## src/rtl/memref_rd_arbiter.sv

```systemverilog
// rtl/memref_rd_arbiter.sv - round-robin arbiter with port lock sharing one memref read port
module memref_rd_arbiter #(
  parameter int NREQ   = 2,
  parameter int ADDR_W = 6,
  parameter int DATA_W = 32
) (
  input  logic                     clk,
  input  logic                     rst_n,
  input  logic [NREQ-1:0]          req_rd_en,
  input  logic [NREQ*ADDR_W-1:0]   req_addr,
  input  logic [NREQ-1:0]          req_lock,
  output logic [NREQ-1:0]          req_grant,
  output logic [NREQ-1:0]          req_rd_valid,
  output logic [DATA_W-1:0]        req_rd_data,
  output logic [ADDR_W-1:0]        mem_addr,
  output logic                     mem_rd_en,
  input  logic [DATA_W-1:0]        mem_rd_data,
  input  logic                     clr_cnt,
  output logic [15:0]              conflict_cnt
);

  localparam int PW = $clog2(NREQ);

  logic [PW-1:0]   ptr;
  logic [PW-1:0]   owner;
  logic [PW-1:0]   start;
  logic [PW-1:0]   cand;
  logic [PW-1:0]   gnt_idx;
  logic            locked;
  logic            hold_lock;
  logic            gnt_any;
  logic            stall;
  logic [NREQ-1:0] grant;
  logic [NREQ-1:0] rd_valid_q;
  logic [15:0]     cnt_q;

  function automatic logic [PW-1:0] wrap_inc(input logic [PW-1:0] v);
    if (int'(v) == NREQ - 1) return '0;
    return v + 1'b1;
  endfunction

  // A releasing owner still yields a normal round-robin pass starting just after itself.
  always_comb begin
    grant     = '0;
    gnt_idx   = '0;
    gnt_any   = 1'b0;
    hold_lock = locked && req_lock[owner];
    start     = locked ? wrap_inc(owner) : ptr;
    cand      = start;
    if (rst_n) begin
      if (hold_lock) begin
        if (req_rd_en[owner]) begin
          grant[owner] = 1'b1;
          gnt_idx      = owner;
          gnt_any      = 1'b1;
        end
      end else begin
        for (int k = 0; k < NREQ; k++) begin
          if (!gnt_any && req_rd_en[cand]) begin
            grant[cand] = 1'b1;
            gnt_idx     = cand;
            gnt_any     = 1'b1;
          end
          cand = wrap_inc(cand);
        end
      end
    end
  end

  always_comb begin
    mem_addr = '0;
    if (gnt_any) mem_addr = req_addr[gnt_idx*ADDR_W +: ADDR_W];
  end

  assign stall        = |(req_rd_en & ~grant);
  assign req_grant    = grant;
  assign mem_rd_en    = gnt_any;
  assign req_rd_valid = rd_valid_q;
  assign req_rd_data  = mem_rd_data;
  assign conflict_cnt = cnt_q;

  always_ff @(posedge clk or negedge rst_n) begin
    if (!rst_n) begin
      ptr        <= '0;
      owner      <= '0;
      locked     <= 1'b0;
      rd_valid_q <= '0;
      cnt_q      <= '0;
    end else begin
      rd_valid_q <= grant;
      if (clr_cnt) cnt_q <= '0;
      else if (stall && cnt_q != 16'hFFFF) cnt_q <= cnt_q + 16'd1;
      // ptr stays parked while the owner holds the port
      if (!hold_lock) begin
        if (gnt_any) begin
          ptr    <= wrap_inc(gnt_idx);
          locked <= req_lock[gnt_idx];
          owner  <= gnt_idx;
        end else begin
          locked <= 1'b0;
        end
      end
    end
  end

endmodule

```

## config.mk

```make
export PLATFORM = sky130hd
export DESIGN_NAME = memref_rd_arbiter
export DESIGN_NICKNAME = d
export VERILOG_FILES = /design/src/rtl/memref_rd_arbiter.sv
export SDC_FILE = /design/constraint.sdc
export NUM_CORES = 1
export LEC_CHECK = 0
export CORE_MARGIN = 5
export CORE_UTILIZATION = 30
export CTS_CLUSTER_SIZE = 16
export DETAILED_ROUTE_END_ITERATION = 7
export MAX_ROUTING_LAYER = met4
export PLACE_DENSITY_LB_ADDON = 0.3
export SYNTH_ARGS = -nofsm -noshare
export SYNTH_HDL_FRONTEND = slang
export SYNTH_SLANG_ARGS = --single-unit
```

## constraint.sdc

```tcl
create_clock -name clk -period 1.5 [get_ports clk]
set_input_delay 0.3 -clock clk [delete_from_list [all_inputs] [get_ports clk]]
set_output_delay 0.3 -clock clk [all_outputs]
set_load 0.02 [all_outputs]
```

==> impl_table.tex <==
\begin{tabular}{lr}
\hline
Metric & Value \\
\hline
\multicolumn{2}{l}{\textbf{Status}} \\
\quad Outcome & finished with violations \\
\quad Failing checks & setup timing \\
\multicolumn{2}{l}{\textbf{Synthesis}} \\
\quad Cell area after synthesis & about 0.0016 mm² \\
\quad Number of library cell types mapped by synthesis & 40 \\
\quad Library cell occupying the most area in the post-synthesis netlist & sky130\_fd\_sc\_hd\_\_dfrtp\_1 \\
\quad Post-Syn Instances & between 150 and 200 \\
\quad Most instantiated library cell after synthesis & sky130\_fd\_sc\_hd\_\_buf\_4 \\
\quad Commonest cells post-synth & 33 x sky130\_fd\_sc\_hd\_\_buf\_4, 25 x sky130\_fd\_sc\_hd\_\_nor2\_1, 21 x sky130\_fd\_sc\_hd\_\_dfrtp\_1 \\
\quad Sequential element share of the synthesized area & 0.3357 \\
\quad Asr flop ratio synth & 1.000 \\
\quad Post-Syn Area per Cell & around 9 µm² \\
\quad Number of synthesized register bits & 21 \\
\quad Count of warnings emitted by yosys & 0 \\
\quad Number of flops mapped to enable cells by yosys & 0 \\
\quad Top post-synthesis cells by area & sky130\_fd\_sc\_hd\_\_dfrtp\_1 34\%, sky130\_fd\_sc\_hd\_\_buf\_4 16\%, sky130\_fd\_sc\_hd\_\_xnor2\_1 6.7\% \\
\quad Most used flip-flop cell after synthesis & sky130\_fd\_sc\_hd\_\_dfrtp\_1 \\
\quad Top cell type's share of synthesized area & 0.3357 \\
\quad Post-synthesis net count & approximately 230 \\
\multicolumn{2}{l}{\textbf{Routing}} \\
\quad Number of detailed-route iterations in the first pass & 4 \\
\quad WL/cell & 12.66 µm \\
\quad Antenna violation net count after detailed routing & 0 \\
\quad First DRT Iteration DRCs & 50 \\
\quad DR vias & between 1000 and 1500 \\
\quad Number of DRC violations after detailed routing & 0 \\
\quad Mean number of vias per cell & about 4.6 \\
\quad Routed WL & between 4 and 5 mm \\
\multicolumn{2}{l}{\textbf{Critical path}} \\
\quad Element type at the critical path end & output pin \\
\quad Worst Reg-to-Reg Cells & 8 \\
\quad Classification of the worst setup path & reg2out \\
\quad R2R setup slack & -0.27 ns \\
\quad Worst R2R Start & owner \\
\quad Worst r2r dst & conflict\_cnt[11] \\
\quad CP startpoint kind & register \\
\quad Peak fanout along the critical path & 6 \\
\quad Worst path required time & approximately 1.2 ns \\
\quad Critical path arrival & approximately 1.7 ns \\
\multicolumn{2}{l}{\textbf{Placement}} \\
\quad Estimated wirelength of the detail-placed design & just over 3 mm \\
\quad Final weighted congestion in routability-driven placement & 0.8393 \\
\quad Dpl cell area & around 0.0023 mm² \\
\quad Pre-CTS WS & -0.9864 ns \\
\quad Count of buffers inserted at the top-level ports & 45 \\
\multicolumn{2}{l}{\textbf{Timing}} \\
\quad Final number of setup-violating endpoints & 26 \\
\quad RSZ-0062 raised after global routing & yes \\
\quad Layout Skew & just under 0.005 ns \\
\quad Highest clock rate & just over 500 MHz \\
\quad Min Tclk post-route & $\sim$2.0 ns \\
\quad Pin slew with the least headroom to its limit & 0.2750 ns \\
\quad Worst Hold Slack & between 0.1 and 0.15 ns \\
\quad Number of max-slew violations in the final report & 0 \\
\quad Setup tns final & -6.029 ns \\
\quad Number of hold violations in the final report & 0 \\
\quad Worst Slack Setup Final & -0.4692 ns \\
\quad Final worst-path cycle share & 1.313 \\
\quad Relative max-transition margin & 0.8151 \\
\multicolumn{2}{l}{\textbf{Floorplan}} \\
\quad Width of the die & just over 80 µm \\
\quad Starting density of the core & 0.3084 \\
\quad I/O Pins & between 100 and 150 \\
\quad Floorplan Core Area & approximately 0.0051 mm² \\
\quad Overall die area & slightly below 0.007 mm² \\
\quad Number of cell rows & 26 \\
\quad Height of the chip & about 82 µm \\
\multicolumn{2}{l}{\textbf{GRT}} \\
\quad Vias in the first global route & around 1500 \\
\quad Global route total overflow & 0 \\
\quad First-pass GRT wire length & approximately 6.5 mm \\
\quad Overall global routing resource usage & 0.1270 \\
\quad Largest net degree at the start of global routing & 22 \\
\quad Antenna violations before repair & 0 \\
\multicolumn{2}{l}{\textbf{Layout}} \\
\quad Proportion of layout cells with a drive suffix above 1 & 0.5476 \\
\quad Count of antenna diodes in the layout & 0 \\
\quad Finished layout cell area & roughly 0.0027 mm² \\
\quad Number of nets in the layout & between 300 and 400 \\
\quad Area growth from synthesis to layout & 69.54\% \\
\multicolumn{2}{l}{\textbf{Pwr}} \\
\quad VDD IR max & 0.3265 mV \\
\quad Total power & 1.658 mW \\
\quad Leakage power total & $\sim$1.2 nW \\
\quad Power per standard cell area & around 620 mW/mm² \\
\multicolumn{2}{l}{\textbf{Clock network}} \\
\quad Number of H-tree branching levels & 1 \\
\quad Insertion delay to the later sink of the worst-skew pair & 0.26 ns \\
\quad Clock tree root buffer cell & sky130\_fd\_sc\_hd\_\_clkbuf\_8 \\
\quad Maximum clock path buffer count & 2 \\
\quad Inserted Clock Buffers & 3 \\
\quad CTS tree & done \\
\quad Total clock sinks & 21 \\
\quad Clock slew seen by the registers of the worst setup and hold paths & 0.08 ns \\
\multicolumn{2}{l}{\textbf{Min path}} \\
\quad Worst min-delay path category & in2async \\
\multicolumn{2}{l}{\textbf{Flow run}} \\
\quad Max-cap violation count & 0 \\
\hline
\end{tabular}
-- worst max-delay path, cell delays in order (launching register included) --
cell,delay (ns)
sky130_fd_sc_hd__dfrtp_2,0.47
sky130_fd_sc_hd__buf_6,0.14
sky130_fd_sc_hd__o31a_1,0.28
sky130_fd_sc_hd__o21ai_4,0.21
sky130_fd_sc_hd__buf_6,0.14
sky130_fd_sc_hd__nor2_2,0.04
sky130_fd_sc_hd__buf_6,0.13
-- cell families after synthesis --
group	count (synthesis)	synth area share
simple gates	72	0.2630
buf+inv	43	0.1926
flops	21	0.3357
compound gates	17	0.07435
xor+xnor	12	0.06715
mux	8	0.05276
fa+ha+maj	2	0.01439
-- worst max-delay path by stage --
stage	start	to	depth (start not counted)
floorplan	conflict_cnt[7]	conflict_cnt[15]	7
global placement	req_lock[0]	mem_addr[1]	8
detailed placement	req_lock[0]	mem_addr[1]	8
CTS	owner	mem_addr[1]	7
global route	owner	mem_addr[4]	7
finish	owner	mem_addr[4]	6
-- placed cells by master (no fill, tap or decap), types with 2 or more instances in the layout --
master / Yosys / final
sky130_fd_sc_hd__a21oi_2: 1 / 5
sky130_fd_sc_hd__and3_1: 3 / 3
sky130_fd_sc_hd__buf_12: 0 / 2
sky130_fd_sc_hd__buf_2: 1 / 2
sky130_fd_sc_hd__buf_4: 33 / 52
sky130_fd_sc_hd__buf_6: 2 / 20
sky130_fd_sc_hd__clkbuf_8: 0 / 3
sky130_fd_sc_hd__clkdlybuf4s50_1: 0 / 13
sky130_fd_sc_hd__dfrtp_1: 21 / 11
sky130_fd_sc_hd__dfrtp_2: 0 / 10
sky130_fd_sc_hd__dlygate4sd2_1: 0 / 20
sky130_fd_sc_hd__inv_1: 5 / 3
sky130_fd_sc_hd__inv_2: 0 / 2
sky130_fd_sc_hd__mux2i_1: 6 / 4
sky130_fd_sc_hd__mux2i_2: 0 / 2
sky130_fd_sc_hd__nand2_1: 10 / 8
sky130_fd_sc_hd__nand2_2: 0 / 2
sky130_fd_sc_hd__nand3_1: 11 / 10
sky130_fd_sc_hd__nand4_1: 4 / 4
sky130_fd_sc_hd__nand4_4: 2 / 2
sky130_fd_sc_hd__nor2_1: 25 / 16
sky130_fd_sc_hd__nor2_2: 1 / 8
sky130_fd_sc_hd__nor2_4: 0 / 2
sky130_fd_sc_hd__nor3_4: 0 / 10
sky130_fd_sc_hd__nor3b_4: 1 / 2
sky130_fd_sc_hd__xnor2_1: 12 / 11
-- what timing repair did --
item                                    4_1_cts  5_1_grt
pin swaps                                    27       29
endpoints found under the setup margin       44       27
hold buffers                                  0        0
buffers inserted                              8        5
resized for setup                           124       20
-- metrics by stage --
step                  util  cells
global placement    0.4504    307
finish              0.5229    322
floorplan                -    175
detailed placement  0.4504    307
global route        0.5229    322
CTS                 0.5025    318
-- where the power goes --
| group | switching (mW) | internal, mW |
|---|---|---|
| sequential | 0.0329 | 0.600 |
| combinational | 0.298 | 0.353 |
| clock | 0.185 | 0.189 |
-- state kept, by name, indices dropped and copies added, names as in the netlist --
signal and flops:
req_rd_valid 2, ptr 1, conflict_cnt 16, locked 1, owner 1
-- final cells by class --
cell class                 count  area, µm²
tap                           70      87.58
inverter                       5      18.77
fill                         477       2421
clock buffer                   4      45.04
timing repair buffer         111      997.2
multi-input combinational    111      967.2
sequential                    21      538.0
-- metal layers --
layer  vias up  track usage  wire length (µm)
met5         -            -                 0
met4         0      0.04817                65
met3        12      0.02386               301
met2        52       0.2220              2093
met1       686       0.1430              1615
li1        717            -                 -
Note: power is estimated with default switching activity, not from simulation.
